$ cat config.mk
export PLATFORM = sky130hd
export DESIGN_NAME = evt2_stream_decoder
export DESIGN_NICKNAME = d
export VERILOG_FILES = /design/src/rtl/evt2_pkg.sv /design/src/rtl/evt_sync_fifo.sv /design/src/rtl/evt2_stream_decoder.sv
export SDC_FILE = /design/constraint.sdc
export NUM_CORES = 1
export LEC_CHECK = 0
export ABC_AREA = 1
export ABC_CLOCK_PERIOD_IN_PS = 4100
export BUFFER_PORTS_ARGS = -buffer_cell sky130_fd_sc_hd__buf_4
export CAP_MARGIN = 20
export CORE_MARGIN = 8
export CORE_UTILIZATION = 40
export CTS_CLUSTER_DIAMETER = 80
export DETAILED_ROUTE_END_ITERATION = 8
export PLACE_DENSITY = 0.62
export SLEW_MARGIN = 30
export SYNTH_ARGS = -nofsm -noshare
export SYNTH_HDL_FRONTEND = slang
export SYNTH_SLANG_ARGS = --single-unit
export TNS_END_PERCENT = 5
$ cat constraint.sdc
create_clock -name clk -period 4.1 [get_ports clk]
set_input_delay 0.615 -clock clk [delete_from_list [all_inputs] [get_ports clk]]
set_output_delay 0.615 -clock clk [all_outputs]
set_load 0.01 [all_outputs]
$ cat src/rtl/evt2_pkg.sv
// Shared EVT 2.0 word layout, event type codes and decoder helper functions.
package evt2_pkg;

  localparam logic [3:0] EVT_CD_OFF      = 4'h0;
  localparam logic [3:0] EVT_CD_ON       = 4'h1;
  localparam logic [3:0] EVT_TIME_HIGH   = 4'h8;
  localparam logic [3:0] EVT_EXT_TRIGGER = 4'hA;
  localparam logic [3:0] EVT_OTHERS      = 4'hE;
  localparam logic [3:0] EVT_CONTINUED   = 4'hF;

  localparam int unsigned EVT_WORD_W     = 32;
  localparam int unsigned EVT_TYPE_W     = 4;
  localparam int unsigned EVT_TS_LSB_W   = 6;
  localparam int unsigned EVT_COORD_W    = 11;
  localparam int unsigned EVT_TH_W       = 28;
  localparam int unsigned EVT_FULL_TS_W  = EVT_TH_W + EVT_TS_LSB_W;

  localparam int unsigned EVT_Y_LSB      = 0;
  localparam int unsigned EVT_X_LSB      = EVT_Y_LSB + EVT_COORD_W;
  localparam int unsigned EVT_TS_LSB_LSB = EVT_X_LSB + EVT_COORD_W;
  localparam int unsigned EVT_TYPE_LSB   = EVT_TS_LSB_LSB + EVT_TS_LSB_W;
  localparam int unsigned EVT_TH_LSB     = 0;

  localparam int unsigned DEF_GRID_BITS  = 5;
  localparam int unsigned DEF_TS_BITS    = 16;

  typedef struct packed {
    logic [DEF_GRID_BITS-1:0] x;
    logic [DEF_GRID_BITS-1:0] y;
    logic                     pol;
    logic [DEF_TS_BITS-1:0]   ts;
  } grid_evt_t;

  // Downsample a raw coordinate and clamp it to the top grid cell.
  function automatic logic [EVT_COORD_W-1:0] grid_clamp(
    input logic [EVT_COORD_W-1:0] raw,
    input int unsigned            shift,
    input int unsigned            grid_bits
  );
    logic [EVT_COORD_W-1:0] g;
    logic [EVT_COORD_W-1:0] gmax;
    g    = raw >> shift;
    gmax = EVT_COORD_W'((1 << grid_bits) - 1);
    return (g > gmax) ? gmax : g;
  endfunction

  function automatic logic [15:0] sat_inc16(input logic [15:0] v);
    return (v == '1) ? v : v + 16'd1;
  endfunction

endpackage

$ cat src/rtl/evt_sync_fifo.sv
// Synchronous FIFO with occupancy count; DEPTH must be a power of two.
module evt_sync_fifo #(
  parameter int unsigned WIDTH = 8,
  parameter int unsigned DEPTH = 4
) (
  input  logic                     clk,
  input  logic                     rst,
  input  logic                     push,
  input  logic [WIDTH-1:0]         wr_data,
  input  logic                     pop,
  output logic [WIDTH-1:0]         rd_data,
  output logic                     full,
  output logic                     empty,
  output logic [$clog2(DEPTH):0]   count
);

  localparam int unsigned AW = $clog2(DEPTH);

  logic [WIDTH-1:0] mem [DEPTH];
  logic [AW-1:0]    wr_ptr;
  logic [AW-1:0]    rd_ptr;
  logic [AW:0]      cnt;
  logic             do_push;
  logic             do_pop;

  assign full    = (cnt == (AW+1)'(DEPTH));
  assign empty   = (cnt == '0);
  assign count   = cnt;
  assign rd_data = mem[rd_ptr];

  // A push into a full FIFO is legal when the head leaves in the same cycle.
  assign do_push = push && (!full || pop);
  assign do_pop  = pop && !empty;

  always_ff @(posedge clk) begin
    if (do_push) mem[wr_ptr] <= wr_data;
  end

  always_ff @(posedge clk) begin
    if (rst) begin
      wr_ptr <= '0;
      rd_ptr <= '0;
      cnt    <= '0;
    end else begin
      if (do_push) wr_ptr <= wr_ptr + 1'b1;
      if (do_pop)  rd_ptr <= rd_ptr + 1'b1;
      case ({do_push, do_pop})
        2'b10:   cnt <= cnt + 1'b1;
        2'b01:   cnt <= cnt - 1'b1;
        default: cnt <= cnt;
      endcase
    end
  end

endmodule

$ cat src/rtl/evt2_stream_decoder.sv
// EVT 2.0 stream decoder: one decode register stage feeding an output FIFO,
// with ready/valid on both sides, polarity filtering and saturating statistics.
module evt2_stream_decoder
  import evt2_pkg::*;
#(
  parameter int unsigned GRID_BITS = 5,
  parameter int unsigned SENSOR_W  = 320,
  parameter int unsigned SENSOR_H  = 320,
  parameter int unsigned DS_SHIFT  = 3,
  parameter int unsigned TS_BITS   = 16,
  parameter int unsigned OUT_DEPTH = 4
) (
  input  logic                 clk,
  input  logic                 rst,
  input  logic [31:0]          s_data,
  input  logic                 s_valid,
  output logic                 s_ready,
  input  logic                 cfg_enable,
  input  logic [1:0]           cfg_pol_en,
  output logic [GRID_BITS-1:0] m_x,
  output logic [GRID_BITS-1:0] m_y,
  output logic                 m_pol,
  output logic [TS_BITS-1:0]   m_ts,
  output logic                 m_valid,
  input  logic                 m_ready,
  output logic [15:0]          stat_events,
  output logic [15:0]          stat_oor,
  output logic [15:0]          stat_filtered
);

  localparam int unsigned EW = 2*GRID_BITS + 1 + TS_BITS;
  localparam int unsigned CW = $clog2(OUT_DEPTH) + 1;

  logic [EVT_TYPE_W-1:0]    evt_type;
  logic [EVT_TS_LSB_W-1:0]  ts_lsb;
  logic [EVT_COORD_W-1:0]   x_raw;
  logic [EVT_COORD_W-1:0]   y_raw;
  logic [EVT_TH_W-1:0]      th_payload;
  logic [EVT_TH_W-1:0]      time_high_reg;
  logic [EVT_FULL_TS_W-1:0] full_ts;

  logic accept;
  logic is_cd;
  logic is_th;
  logic oor;
  logic pol_pass;
  logic load;
  logic oor_hit;
  logic filt_hit;

  logic                 stage_valid;
  logic [GRID_BITS-1:0] stage_x;
  logic [GRID_BITS-1:0] stage_y;
  logic                 stage_pol;
  logic [TS_BITS-1:0]   stage_ts;

  logic                 fifo_push;
  logic                 fifo_pop;
  logic                 fifo_full;
  logic                 fifo_empty;
  logic [CW-1:0]        fifo_count;
  logic [CW-1:0]        occupancy;
  logic [EW-1:0]        fifo_rd_data;

  logic [GRID_BITS-1:0] head_x;
  logic [GRID_BITS-1:0] head_y;
  logic                 head_pol;
  logic [TS_BITS-1:0]   head_ts;

  assign evt_type   = s_data[EVT_TYPE_LSB   +: EVT_TYPE_W];
  assign ts_lsb     = s_data[EVT_TS_LSB_LSB +: EVT_TS_LSB_W];
  assign x_raw      = s_data[EVT_X_LSB      +: EVT_COORD_W];
  assign y_raw      = s_data[EVT_Y_LSB      +: EVT_COORD_W];
  assign th_payload = s_data[EVT_TH_LSB     +: EVT_TH_W];

  assign full_ts = {time_high_reg, ts_lsb};

  // Stage plus FIFO occupancy bounds acceptance, so a loaded stage always has a FIFO slot.
  assign occupancy = fifo_count + CW'(stage_valid);
  assign s_ready   = !rst && (occupancy < CW'(OUT_DEPTH));
  assign accept    = s_valid && s_ready;

  assign is_cd    = (evt_type == EVT_CD_OFF) || (evt_type == EVT_CD_ON);
  assign is_th    = (evt_type == EVT_TIME_HIGH);
  assign oor      = (32'(x_raw) >= 32'(SENSOR_W)) || (32'(y_raw) >= 32'(SENSOR_H));
  assign pol_pass = cfg_pol_en[evt_type[0]];

  assign load     = accept && is_cd && cfg_enable && !oor && pol_pass;
  assign oor_hit  = accept && is_cd && cfg_enable && oor;
  assign filt_hit = accept && is_cd && cfg_enable && !oor && !pol_pass;

  always_ff @(posedge clk) begin
    if (rst) begin
      time_high_reg <= '0;
    end else if (accept && is_th) begin
      time_high_reg <= th_payload;
    end
  end

  always_ff @(posedge clk) begin
    if (rst) begin
      stage_valid <= 1'b0;
      stage_x     <= '0;
      stage_y     <= '0;
      stage_pol   <= 1'b0;
      stage_ts    <= '0;
    end else begin
      stage_valid <= load;
      if (load) begin
        stage_x   <= GRID_BITS'(grid_clamp(x_raw, DS_SHIFT, GRID_BITS));
        stage_y   <= GRID_BITS'(grid_clamp(y_raw, DS_SHIFT, GRID_BITS));
        stage_pol <= evt_type[0];
        stage_ts  <= full_ts[TS_BITS-1:0];
      end
    end
  end

  always_ff @(posedge clk) begin
    if (rst) begin
      stat_events   <= '0;
      stat_oor      <= '0;
      stat_filtered <= '0;
    end else begin
      if (fifo_push) stat_events   <= sat_inc16(stat_events);
      if (oor_hit)   stat_oor      <= sat_inc16(stat_oor);
      if (filt_hit)  stat_filtered <= sat_inc16(stat_filtered);
    end
  end

  assign fifo_pop  = m_valid && m_ready;
  assign fifo_push = stage_valid && (!fifo_full || fifo_pop);

  evt_sync_fifo #(
    .WIDTH (EW),
    .DEPTH (OUT_DEPTH)
  ) u_fifo (
    .clk     (clk),
    .rst     (rst),
    .push    (fifo_push),
    .wr_data ({stage_x, stage_y, stage_pol, stage_ts}),
    .pop     (fifo_pop),
    .rd_data (fifo_rd_data),
    .full    (fifo_full),
    .empty   (fifo_empty),
    .count   (fifo_count)
  );

  assign m_valid = !fifo_empty;
  assign {head_x, head_y, head_pol, head_ts} = fifo_rd_data;

  // FIFO storage is not reset; outputs read zero whenever nothing is valid.
  always_comb begin
    m_x   = '0;
    m_y   = '0;
    m_pol = 1'b0;
    m_ts  = '0;
    if (m_valid) begin
      m_x   = head_x;
      m_y   = head_y;
      m_pol = head_pol;
      m_ts  = head_ts;
    end
  end

endmodule

# ---- After elaboration in Yosys (flattened, before gate mapping)
# Memory sizes are Yosys's and may differ from the RTL's. A register that Yosys moved wholly into a read port is not among the register bits.
# Index checks and enable logic that the tools add are counted.
dict set report word_totals {
  ff_bits 93
  ram_bits 108
  input_bits 39
  out_inout_bits 77
  elab_cells 78
  n_memories 1
}
dict set report classes {
  addsub 8
  n_lt_le_gt_ge 6
  eq_ne 8
  n_mux 13
  n_bitwise 3
  n_reduce_logical 27
}
# memory depth width read_ports rd_ports_with_merged_regs write_ports line_no
set memory_table {}
lappend memory_table {u_fifo.mem 4 27 1 1 1 evt_sync_fifo.sv:19} ;# logic [WIDTH-1:0] mem [DEPTH];
# operator count
set op_table {}
lappend op_table {{$add 16x1->16 const B} 3}
lappend op_table {{$eq 16x16->1 const B} 3}
lappend op_table {{$ge 11x9->1 const B} 2}
lappend op_table {{$mux 5} 4}
lappend op_table {{$gt 8x5->1 const B} 2}
lappend op_table {{$mux 16} 1}
lappend op_table {{$logic_and 1x1->1} 13}
lappend op_table {{$pmux 3 s2} 1}
lappend op_table {{$reduce_and 2->1} 3}
lappend op_table {{$logic_not 1->1} 5}
lappend op_table {{$mux 1} 5}
lappend op_table {{$add 2x1->2 const B} 2}
lappend op_table {{$eq 4x1->1 const B} 1}
lappend op_table {{$eq 4x4->1 const B} 1}
lappend op_table {{$logic_not 4->1} 1}
lappend op_table {{$mux 2} 2}
lappend op_table {{$add 3x1->3} 1}
lappend op_table {{$add 3x1->3 const B} 1}
lappend op_table {{$eq 3x3->1 const B} 1}
lappend op_table {{$logic_not 3->1} 1}
lappend op_table {{$logic_or 1x1->1} 3}
lappend op_table {{$lt 3x3->1 const B} 1}
lappend op_table {{$not 1->1} 3}
lappend op_table {{$sub 3x1->3 const B} 1}
lappend op_table {{other kinds (4)} 4}

# ---- Longest topological paths before layout
# Gate-level depths: netlist of the first run.
dict set report logic_depth {
  ltp_word 9
  ltp_mapped 11
  ltp_nobuf 11
}

# ---- Modules after synthesis
# From an unflattened synthesis of the first run, not the netlist that was laid out.
dict set report unflattened {
  cells_unflattened 1017
  hier_area_um2 9062.4
}
# module n_inst cells_each area_each_um2 seq_area_each_um2
set by_module_without_submodules {}
lappend by_module_without_submodules {evt_sync_fifo 1 335 4566.9 3423.3}
lappend by_module_without_submodules {evt2_stream_decoder 1 682 4495.6 1721.7}

# ---- Worst setup path after synthesis of the first run
# No wires, ideal clock.
dict set report synth_timing {
  path_type {input to register}
  from {in m_ready}
  to {mem u_fifo.mem[0][0] in the netlist's numbering (enable)}
  setup_time_ns 0.411
  arrival_time_ns 2.144
  path_slack_ns 1.545
  cell_stages 5
  path_buffers 1
  cell_sequence {inv_1 -> nand3_1 -> nand2_1 -> clkbuf_1 -> nor2_1}
}
dict set report synth_via {
  elab_chain_len 6
}
# item line_no
set synth_rtl {}
lappend synth_rtl {{start: declaration} evt2_stream_decoder.sv:25} ;# input logic m_ready,
lappend synth_rtl {{$logic_and 1x1->1 *} evt2_stream_decoder.sv:130} ;# assign fifo_pop = m_valid && m_ready;
lappend synth_rtl {{$logic_or 1x1->1 *} {evt_sync_fifo.sv:32, evt2_stream_decoder.sv:131}}
lappend synth_rtl {{$logic_and 1x1->1} evt2_stream_decoder.sv:131} ;# assign fifo_push = stage_valid && (!fifo_full || fifo_pop);
lappend synth_rtl {{$logic_and 1x1->1 *} evt_sync_fifo.sv:32} ;# assign do_push = push && (!full || pop);
lappend synth_rtl {{$mux 1 *} evt_sync_fifo.sv:36} ;# if (do_push) mem[wr_ptr] <= wr_data;
lappend synth_rtl {{$mux 1 (not written as such) *} evt_sync_fifo.sv:36}
lappend synth_rtl {{end: declaration} evt_sync_fifo.sv:19}
# Mark *: on every way between the ends. The rest lies on a longest branch, timed or not.

==> impl_metrics.csv, run 1 <==
group,metric,value,unit
outcome,status,"finished, final reports clean",
timing,rsz0062_at_grt,"false",
logic_synthesis,yosysUniqueCellTypes,36,
finish,top_register,"u_fifo.mem",
timing,hold_slack,377,ps
place,post-place-ws,1400,ps
floorplan,die_y,165,um
routing,vias,6941,
grt,use_met1,20.2,%
timing,drv_slew,0,
cts,hold_buffers,0,
logic_synthesis,synth.area.top_cells,"edfxtp_1, dfxtp_1, nand2_1",
routing,drtIter0Drc,356,
power,p_leak,4.03,nW
floorplan,die_x,165,um
logic_synthesis,yosysMostFrequentCell,"nand2_1",
logic_synthesis,synth-warning-count,0,
worst_setup_path,cp-end-kind,"primary output",
grt,grt-ovfl-total,0,
power,peakVddDrop,0.226,mV
floorplan,floorplan.die_area,27200,sq um
cts,cts_resized,0,
cts,clock_path_buffers,3,
worst_setup_path,worst_ep_required_time,3480,ps
logic_synthesis,syn_area,8870,sq um
worst_hold_path,min_path_type,"primary input to register",
grt,grt_max_degree,62,
timing,setup-violations-final,0,
grt,grtUsageMet2,26.5,%
logic_synthesis,synth_seq_cells,203,
routing,wire_per_inst,15.4,um
cts,clk_pin_slew_worst_paths,60,ps
floorplan,floorplan.initialDensity,40.6,%
cts,htree_levels,1,
worst_setup_path,arrival,2190,ps
cts,cts_buffers,22,
finish,num_antenna_cells,0,
logic_synthesis,synth.avg_cell_area,8.86,sq um
place,dpl_cell_area,9960,sq um
finish,finalNetCount,1154,
timing,report.final.hold_viol_count,0,
worst_setup_path,cpPeakStageDelay,490,ps
grt,grt_pass1_wl,34800,um
grt,grt_usage,15.7,%
timing,skew,9.23,ps
floorplan,core_area,21800,sq um
grt,grt_pass1_vias,6644,
finish,area_growth,20.9,%
finish,seqCellArea,5140,sq um
grt,grt.met3_usage,3.49,%
timing,setup_ws,1300,ps
job,drv_cap,0,
floorplan,io_pins,116,
timing,fin_crit_sh,68.3,%
cts,insertion_delay,490,ps
worst_setup_path,path_class,"register to primary output",
cts,post_cts_buffers,0,
worst_setup_path,worst_setup_path_start_kind,"register",
cts,numClockSinks,203,
cts,tritoncts,"done",
logic_synthesis,yosysTopAreaCell,"edfxtp_1",
grt,top_usage_layer,"met2",
timing,tightest_slew,946,ps
logic_synthesis,synth_top_cells_by_count,"nand2_1, nor2_1, edfxtp_1",
routing,drc_errors,0,
place,place.gp.congestion,0.827,
finish,multi_input_area,3290,sq um
floorplan,row_count,54,
finish,utilization,49.2,%
timing,fin_setup_tns,0,ps
routing,postRouteAntennaNets,0,
routing,firstDrtPassIters,5,
place,portBuffers,112,
logic_synthesis,yosys.area.top_type_share,36.6,%
logic_synthesis,synth-seq-area-share,58.0,%
grt,antenna_found_initial,2,
place,dp_hpwl,13700,um
finish,fillers,2077,
power,powerDensity,387,nW/um^2
worst_setup_path,path_max_fanout,54,
timing,finalCriticalPeriod,2800,ps
worst_setup_path,crit_chain,"buf_4, nor2_1, nor2_1, o21ai_0, a21oi_1, buf_4",
logic_synthesis,syn_inst,1001,
logic_synthesis,synth-edff-count,108,
logic_synthesis,synth-main-ff-cell,"edfxtp_1",
finish,largest_register_ffs,108,
timing,slew_headroom,36.8,%
routing,wl,21600,um
logic_synthesis,synth_nets,1049,
timing,fmax,0.357,GHz
routing,via_per_inst,4.95,
logic_synthesis,async_reset_ff_share,0,%
worst_setup_path,critical-path-slowest-cell,"buf_4",
finish,drive_gt1_share,16.8,%
finish,final_cell_area,10700,sq um
cts,clock-root-buffer,"clkbuf_16",
[critical path: cells and delay by family (launching register included)]
family          cells  cell delay, ps
flops               1             340
simple gates        2             220
compound gates      2             420
buf+inv             2             670
[power breakdown]
part           total [W]  switching [W]  internal, W
sequential       0.00212    0.000000773      0.00212
combinational  0.0000779      0.0000449    0.0000330
clock            0.00195       0.000771      0.00118
total            0.00415       0.000816      0.00333
[logic make-up (layout without fill, tap and decap cells)]
kind of cell / Yosys count / after routing / synth area share (%)
simple gates: 472 / 472 / 22.6
flops: 203 / 203 / 58.0
compound gates: 183 / 183 / 10.7
buf+inv: 114 / 235 / 5.33
xor+xnor: 20 / 20 / 1.97
fa+ha+maj: 9 / 9 / 1.35
[metrics by stage]
| step | power, W | std cells |
|---|---|---|
| 4_1_cts | 0.00420 | 1400 |
| 3_5_place_dp | 0.00224 | 1360 |
| 2_1_floorplan | 0.00220 | 1001 |
| 6_report | 0.00415 | 1402 |
| 3_3_place_gp | 0.00224 | 1360 |
| 5_1_grt | 0.00428 | 1402 |
[final cells by class]
| type | count | area share, % |
|---|---|---|
| sequential | 203 | 48.0 |
| multi-input combinational | 684 | 30.7 |
| timing repair buffer | 123 | 8.87 |
| clock buffer | 32 | 5.77 |
| tap | 280 | 3.27 |
| inverter | 72 | 2.53 |
| clock inverter | 8 | 0.945 |
[metal layers]
metal | wire length [um] | share of wire, %
met3 | 1410 | 6.6
met1 | 9560 | 44
met5 | 27 | 0.13
met4 | 374 | 1.7
met2 | 10200 | 47
[cells in the final DEF (no fill, tap or decap), types with 12 or more instances in the layout]
cell and n:
nand2_1 184, edfxtp_1 108, dfxtp_1 95, xor2_1 12
o21ai_0 57, nor2_1 179, a21oi_1 102, nand3_1 62
buf_4 121, o21ai_1 14, clkbuf_16 23, inv_1 67
[final timing paths]
kind                                        from               to  slack [ps]  cells past startpoint
worst max-delay path                    register            m_pol        1300                      6
worst min-delay path                  s_data[27]      stage_ts[5]         380                      3
worst max register to register   u_fifo.count[1]  u_fifo.count[2]        1640                     11
worst min register to register  time_high_reg[2]      stage_ts[8]         470                      2
(Power assumes the default switching activity.)
==> inputs of run 2 (changes only) <==
--- a/config.mk
+++ b/config.mk
@@ -6,7 +6,7 @@
 export NUM_CORES = 1
 export LEC_CHECK = 0
 export ABC_AREA = 1
-export ABC_CLOCK_PERIOD_IN_PS = 4100
+export ABC_CLOCK_PERIOD_IN_PS = 2790
 export BUFFER_PORTS_ARGS = -buffer_cell sky130_fd_sc_hd__buf_4
 export CAP_MARGIN = 20
 export CORE_MARGIN = 8
==> constraint.sdc (replaced) <==
create_clock -name clk -period 2.79 [get_ports clk]
set_input_delay 0.4185 -clock clk [delete_from_list [all_inputs] [get_ports clk]]
set_output_delay 0.4185 -clock clk [all_outputs]
set_load 0.01 [all_outputs]
==> run 2 against run 1 <==
Non-clock buffer count is 7 higher. First-iteration DRC count is 5.1% higher. Via count stayed put. Clock skew is 1.7 ps higher. Critical path type unchanged.
==> impl_metrics.csv, run 2 (synthesis gave the netlist of run 1 again) <==
group,metric,value,unit
timing,drv_slew,0,
place,dp_hpwl,13900,um
job,drv_cap,0,
finish,num_antenna_cells,0,
power,intPower,0.00488,W
cts,tritoncts,"done",
place,place.gp.congestion,0.804,
worst_setup_path,path_max_fanout,17,
floorplan,io_pins,116,
finish,final_common_cell,"nand2_1",
cts,hold_buffers,0,
floorplan,core_area,21800,sq um
power,swShare,19.5,%
finish,finalNetCount,1161,
finish,final_cell_mix,"nand2_1, nor2_1, buf_4",
worst_setup_path,timing.rr.end,"u_fifo.count[2]",
timing,tightest_slew,789,ps
cts,insertion_delay,490,ps
timing,rsz0062_at_grt,"false",
routing,drtIter0Drc,374,
routing,firstDrtPassIters,5,
timing,fin_crit_sh,89.5,%
place,portBuffers,112,
place,dpl_cell_area,10000,sq um
worst_setup_path,worst_ep_required_time,2370,ps
finish,largest_register_ffs,108,
routing,drc_errors,0,
routing,via_per_inst,4.93,
worst_setup_path,cp-end-kind,"primary output",
timing,setup_ws,292,ps
place,post-place-ws,627,ps
routing,postRouteAntennaNets,0,
power,peakVddDrop,0.353,mV
worst_setup_path,rr_startpoint,"u_fifo.count[1]",
outcome,status,"finished, final reports clean",
timing,skew,10.9,ps
worst_hold_path,min_from,"s_data[22]",
worst_hold_path,min_path_cells,3,
power,powerDensity,564,nW/um^2
cts,cts_buffers,22,
finish,drive_gt1_share,17.1,%
timing,slew_headroom,47.4,%
timing,report.final.hold_viol_count,0,
worst_setup_path,regToRegSetupSlack,670,ps
floorplan,floorplan.initialDensity,40.6,%
cts,numClockSinks,203,
floorplan,floorplan.die_area,27200,sq um
cts,cts_resized,0,
grt,grt_usage,16.0,%
cts,clk_pin_slew_worst_paths,60,ps
floorplan,die_x,165,um
finish,area_growth,21.1,%
cts,clock_path_buffers,3,
power,p_seq_share,51.4,%
power,power.switching,0.00118,W
worst_hold_path,min_path_type,"primary input to register",
worst_setup_path,path_class,"register to primary output",
cts,htree_levels,1,
power,clkPwrFrac,46.7,%
cts,clock-root-buffer,"clkbuf_16",
power,total_power,0.00606,W
grt,antenna_found_initial,2,
floorplan,die_y,165,um
worst_setup_path,r2r_cells,11,
timing,finalCriticalPeriod,2500,ps
finish,top_register,"u_fifo.mem",
finish,final_cell_area,10700,sq um
floorplan,row_count,54,
timing,setup-violations-final,0,
cts,post_cts_buffers,0,
grt,grt_pass1_vias,6813,
grt,grt_max_degree,62,
worst_hold_path,hold_end,"stage_ts[0]",
grt,grt_pass1_wl,35300,um
worst_setup_path,arrival,2080,ps
power,p_leak,4.06,nW
worst_setup_path,worst_setup_path_start_kind,"register",
power,power_frac_comb,1.9,%
routing,vias,6941,
grt,grt-ovfl-total,0,
routing,wl,21600,um
timing,fin_setup_tns,0,ps
routing,wire_per_inst,15.4,um
timing,fmax,0.400,GHz
run 2: changes by cell type in the layout (fill, tap and decap cells not counted), sizes merged:
cell and delta:
clkinv +4, inv -1, clkbuf -1, buf +7, clkinvlp -2
run 2: area by class of cell:
| cell class | count | area (sq um) |
|---|---|---|
| multi-input cells | 684 | 3270 |
| inverters | 72 | 272 |
| fillers | 2056 | 11100 |
| well taps | 280 | 350 |
| clock buffers | 31 | 616 |
| flip-flops and latches | 203 | 5140 |
| repair buffers | 130 | 1000 |
| clock inverters | 9 | 93.8 |
run 2: power by group through the flow:
| stage | clock network [W] | registers (W) | logic [W] |
|---|---|---|---|
| 6_report | 0.00283 | 0.00312 | 0.000115 |
| 5_1_grt | 0.00303 | 0.00311 | 0.000129 |
| 4_1_cts | 0.00291 | 0.00312 | 0.000118 |
| 3_5_place_dp | 0 | 0.00318 | 0.000118 |
| 3_3_place_gp | 0 | 0.00318 | 0.000116 |
| 2_1_floorplan | 0 | 0.00318 | 0.0000521 |
run 2: worst max-delay path, cell delays in order (launching register included):
cell and delay, ps:
dfxtp_1 330, clkinv_1 310, buf_4 350, nor2_1 120
o21ai_0 100, a21oi_1 210, buf_4 160
run 2: routing by layer:
layer / part of all wire [%] / routed length, um / track usage, % / up-vias
met1: 45 / 9800 / 21.1 / 3221
met2: 48 / 10300 / 26.6 / 124
met3: 5.8 / 1260 / 3.64 / 23
li1: - / - / - / 3569
met5: 0.12 / 27 / 0 / -
met4: 0.95 / 205 / 2.83 / 4
run 2: worst max path at each step:
stage / startpoint / endpoint / slack [ps]
3_5_place_dp: s_data[18] / stat_filtered[13] / 630
4_1_cts: register / m_ts[7] / 220
2_1_floorplan: m_ready / u_fifo.mem[0][0] / 430
5_1_grt: register / m_ts[0] / 90
6_report: register / m_ts[3] / 290
3_3_place_gp: s_data[18] / stat_filtered[9] / 660
run 2: stage by stage:
step | hold slack [ps] | util, % | cells
finish | 186 | 49.2 | 1409
global route | 185 | 49.2 | 1409
CTS | 164 | 49.2 | 1409
detailed placement | 455 | 46.0 | 1369
global placement | 448 | 46.0 | 1369
floorplan | 436 | - | 1001
==> inputs of run 3 (changes only) <==
--- a/config.mk
+++ b/config.mk
@@ -17,5 +17,6 @@
 export SLEW_MARGIN = 30
 export SYNTH_ARGS = -nofsm -noshare
 export SYNTH_HDL_FRONTEND = slang
+export SYNTH_HIERARCHICAL = 1
 export SYNTH_SLANG_ARGS = --single-unit
 export TNS_END_PERCENT = 5
==> run 3 against run 2 <==
Design area is 1.5% higher. Hold slack lost 10 ps. Synthesized cell count increased by 1.6%. Critical path depth rose by 12. Largest cell class unchanged. Register-to-register slack worse by 330 ps. Sequential power about the same. Worst setup slack improved by 45 ps. Combinational power fell by 4%. Sequential cell count stayed put.
==> impl_metrics.csv, run 3 <==
group,metric,value,unit
logic_synthesis,yosysMostFrequentCell,"nand2_1",
cts,insertion_delay,510,ps
logic_synthesis,synth-seq-area-share,56.8,%
logic_synthesis,async_reset_ff_share,0,%
worst_setup_path,critical-path-slowest-cell,"fa_1",
timing,setup-violations-final,0,
floorplan,io_pins,116,
outcome,status,"finished, final reports clean",
worst_hold_path,min_path_type,"primary input to register",
cts,hold_buffers,0,
floorplan,floorplan.initialDensity,40.4,%
cts,clock_path_buffers,3,
grt,antenna_found_initial,0,
finish,num_antenna_cells,0,
floorplan,row_count,55,
worst_setup_path,worst_setup_path_start_kind,"register",
timing,fin_crit_sh,87.9,%
logic_synthesis,synth_top_cells_by_count,"nand2_1, nor2_1, edfxtp_1",
timing,fmax,0.408,GHz
logic_synthesis,synth-main-ff-cell,"edfxtp_1",
timing,skew,20.0,ps
worst_setup_path,timing.critical_path.mode_cell,"inv_1",
floorplan,floorplan.die_area,27700,sq um
logic_synthesis,syn_inst,1017,
power,clkPwrFrac,48.1,%
logic_synthesis,synth.area.top_cells,"edfxtp_1, dfxtp_1, nand2_1",
worst_setup_path,crit_chain,"nor2_2, nand2_2, inv_1, inv_1, nand2_1, inv_1, inv_1, nand3_2, nand2_1, ha_1, inv_1, fa_1, inv_1, nand2_1, nand3_1, nand2_1, nand2_1, nor2_1",
routing,firstDrtPassIters,4,
routing,drtIter0Drc,302,
power,total_power,0.00621,W
finish,final_common_cell,"nand2_1",
timing,drv_slew,0,
place,dp_hpwl,13500,um
worst_setup_path,worst_ep_required_time,3180,ps
finish,top_register,"u_fifo/mem",
power,powerDensity,570,nW/um^2
cts,clock-root-buffer,"clkbuf_16",
power,power.switching,0.00122,W
cts,post_cts_buffers,0,
finish,fillers,2188,
grt,grt_pass1_vias,6631,
power,intPower,0.00499,W
routing,via_per_inst,4.84,
logic_synthesis,synth_nets,1065,
timing,tightest_slew,773,ps
worst_setup_path,cp-end-kind,"register",
power,p_seq_share,50.2,%
finish,area_growth,20.3,%
cts,cts_resized,0,
job,drv_cap,0,
power,swShare,19.6,%
logic_synthesis,synth-edff-count,108,
logic_synthesis,yosysUniqueCellTypes,43,
floorplan,die_x,167,um
worst_setup_path,path_max_fanout,6,
finish,drive_gt1_share,16.6,%
grt,grt_max_degree,67,
floorplan,core_area,22400,sq um
routing,postRouteAntennaNets,0,
grt,grt-ovfl-total,0,
power,power_frac_comb,1.8,%
place,portBuffers,112,
logic_synthesis,synth-warning-count,6,
routing,wire_per_inst,14.3,um
grt,grt_usage,14.5,%
floorplan,die_y,167,um
power,p_leak,3.81,nW
logic_synthesis,syn_area,9060,sq um
routing,vias,6924,
logic_synthesis,synth_seq_cells,203,
cts,numClockSinks,203,
cts,tritoncts,"done",
finish,finalNetCount,1179,
logic_synthesis,yosysTopAreaCell,"edfxtp_1",
timing,rsz0062_at_grt,"false",
cts,cts_buffers,22,
cts,clk_pin_slew_worst_paths,60,ps
timing,slew_headroom,48.5,%
routing,drc_errors,0,
logic_synthesis,synth.avg_cell_area,8.91,sq um
worst_setup_path,cpPeakStageDelay,380,ps
timing,report.final.hold_viol_count,0,
grt,grt_pass1_wl,33700,um
finish,largest_register_ffs,108,
timing,finalCriticalPeriod,2450,ps
place,place.gp.congestion,0.816,
finish,utilization,48.6,%
finish,final_cell_mix,"nand2_1, nor2_1, buf_4",
worst_setup_path,arrival,2840,ps
cts,htree_levels,1,
routing,wl,20500,um
power,peakVddDrop,0.413,mV
logic_synthesis,yosys.area.top_type_share,35.8,%
worst_setup_path,path_class,"register to register",
## run 3: cell count changes in the layout (fill, tap and decap cells not counted), sizes merged, moves of 6 or more
cell   change
o21ai      -7
nor2      -29
inv       +34
nor3       +6
nand2     +10
a21oi     -32
o22ai     +27
## run 3: final cells by class
| type | count | area, sq um | share of cell area (%) |
|---|---|---|---|
| Inverter | 107 | 415 | 3.81 |
| Clock inverter | 13 | 154 | 1.41 |
| Timing Repair Buffer | 130 | 988 | 9.06 |
| Sequential cell | 203 | 5140 | 47.2 |
| Clock buffer | 27 | 609 | 5.59 |
| Tap cell | 285 | 357 | 3.27 |
| Multi-Input combinational cell | 667 | 3240 | 29.7 |
## run 3: cell families after synthesis
kind of cell             count (synthesis)  synth area share (%)
adder cells (fa/ha/maj)                  9                  1.33
flip-flops                             203                  56.8
AND/OR/NAND/NOR                        463                  22.2
XOR/XNOR                                23                  2.22
buffers and inverters                  147                  7.62
AO/OA/AOI/OAI                          172                  9.90
## run 3: final timing paths
path                    startpoint         endpoint  slack (ps)  depth (start not counted)
setup / recovery   u_fifo/count[1]  u_fifo/count[2]         340                         18
hold / removal          s_data[27]      stage_ts[5]         180                          3
setup reg to reg   u_fifo/count[1]  u_fifo/count[2]         340                         18
hold reg to reg   time_high_reg[2]      stage_ts[8]         450                          2
## run 3: per-layer routing
metal | GRT usage (%) | vias to the layer above | part of all wire [%]
met3 | 3.88 | 25 | 5.9
met1 | 18.2 | 3148 | 46
li1 | - | 3607 | -
met5 | 0 | - | 0
met2 | 24.5 | 144 | 46
met4 | 3.02 | 0 | 1.5
## run 3: power groups by stage
stage	combinational (W)	clock (W)	sequential [W]
3_5_place_dp	0.000112	0	0.00318
4_1_cts	0.000112	0.00306	0.00312
3_3_place_gp	0.000111	0	0.00318
5_1_grt	0.000123	0.00320	0.00311
2_1_floorplan	0.0000492	0	0.00318
6_report	0.000110	0.00299	0.00312
## run 3: metrics by stage
stage	hold WS (ps)	cells	TNS, ps	setup WS [ps]	area, sq um
floorplan	439	1017	-6100	-56.5	9060
global placement	449	1392	0	431	10100
detailed placement	450	1392	0	329	10100
CTS	157	1432	0	277	10900
global route	159	1432	0	37.5	10900
finish	176	1432	0	337	10900
## run 3: worst max-delay path, delay by kind of cell, from the launching register on
kind / cells / cell delay [ps]
adder cells (fa/ha/maj): 2 / 600
buffers and inverters: 6 / 410
flip-flops: 1 / 360
AND/OR/NAND/NOR: 10 / 970
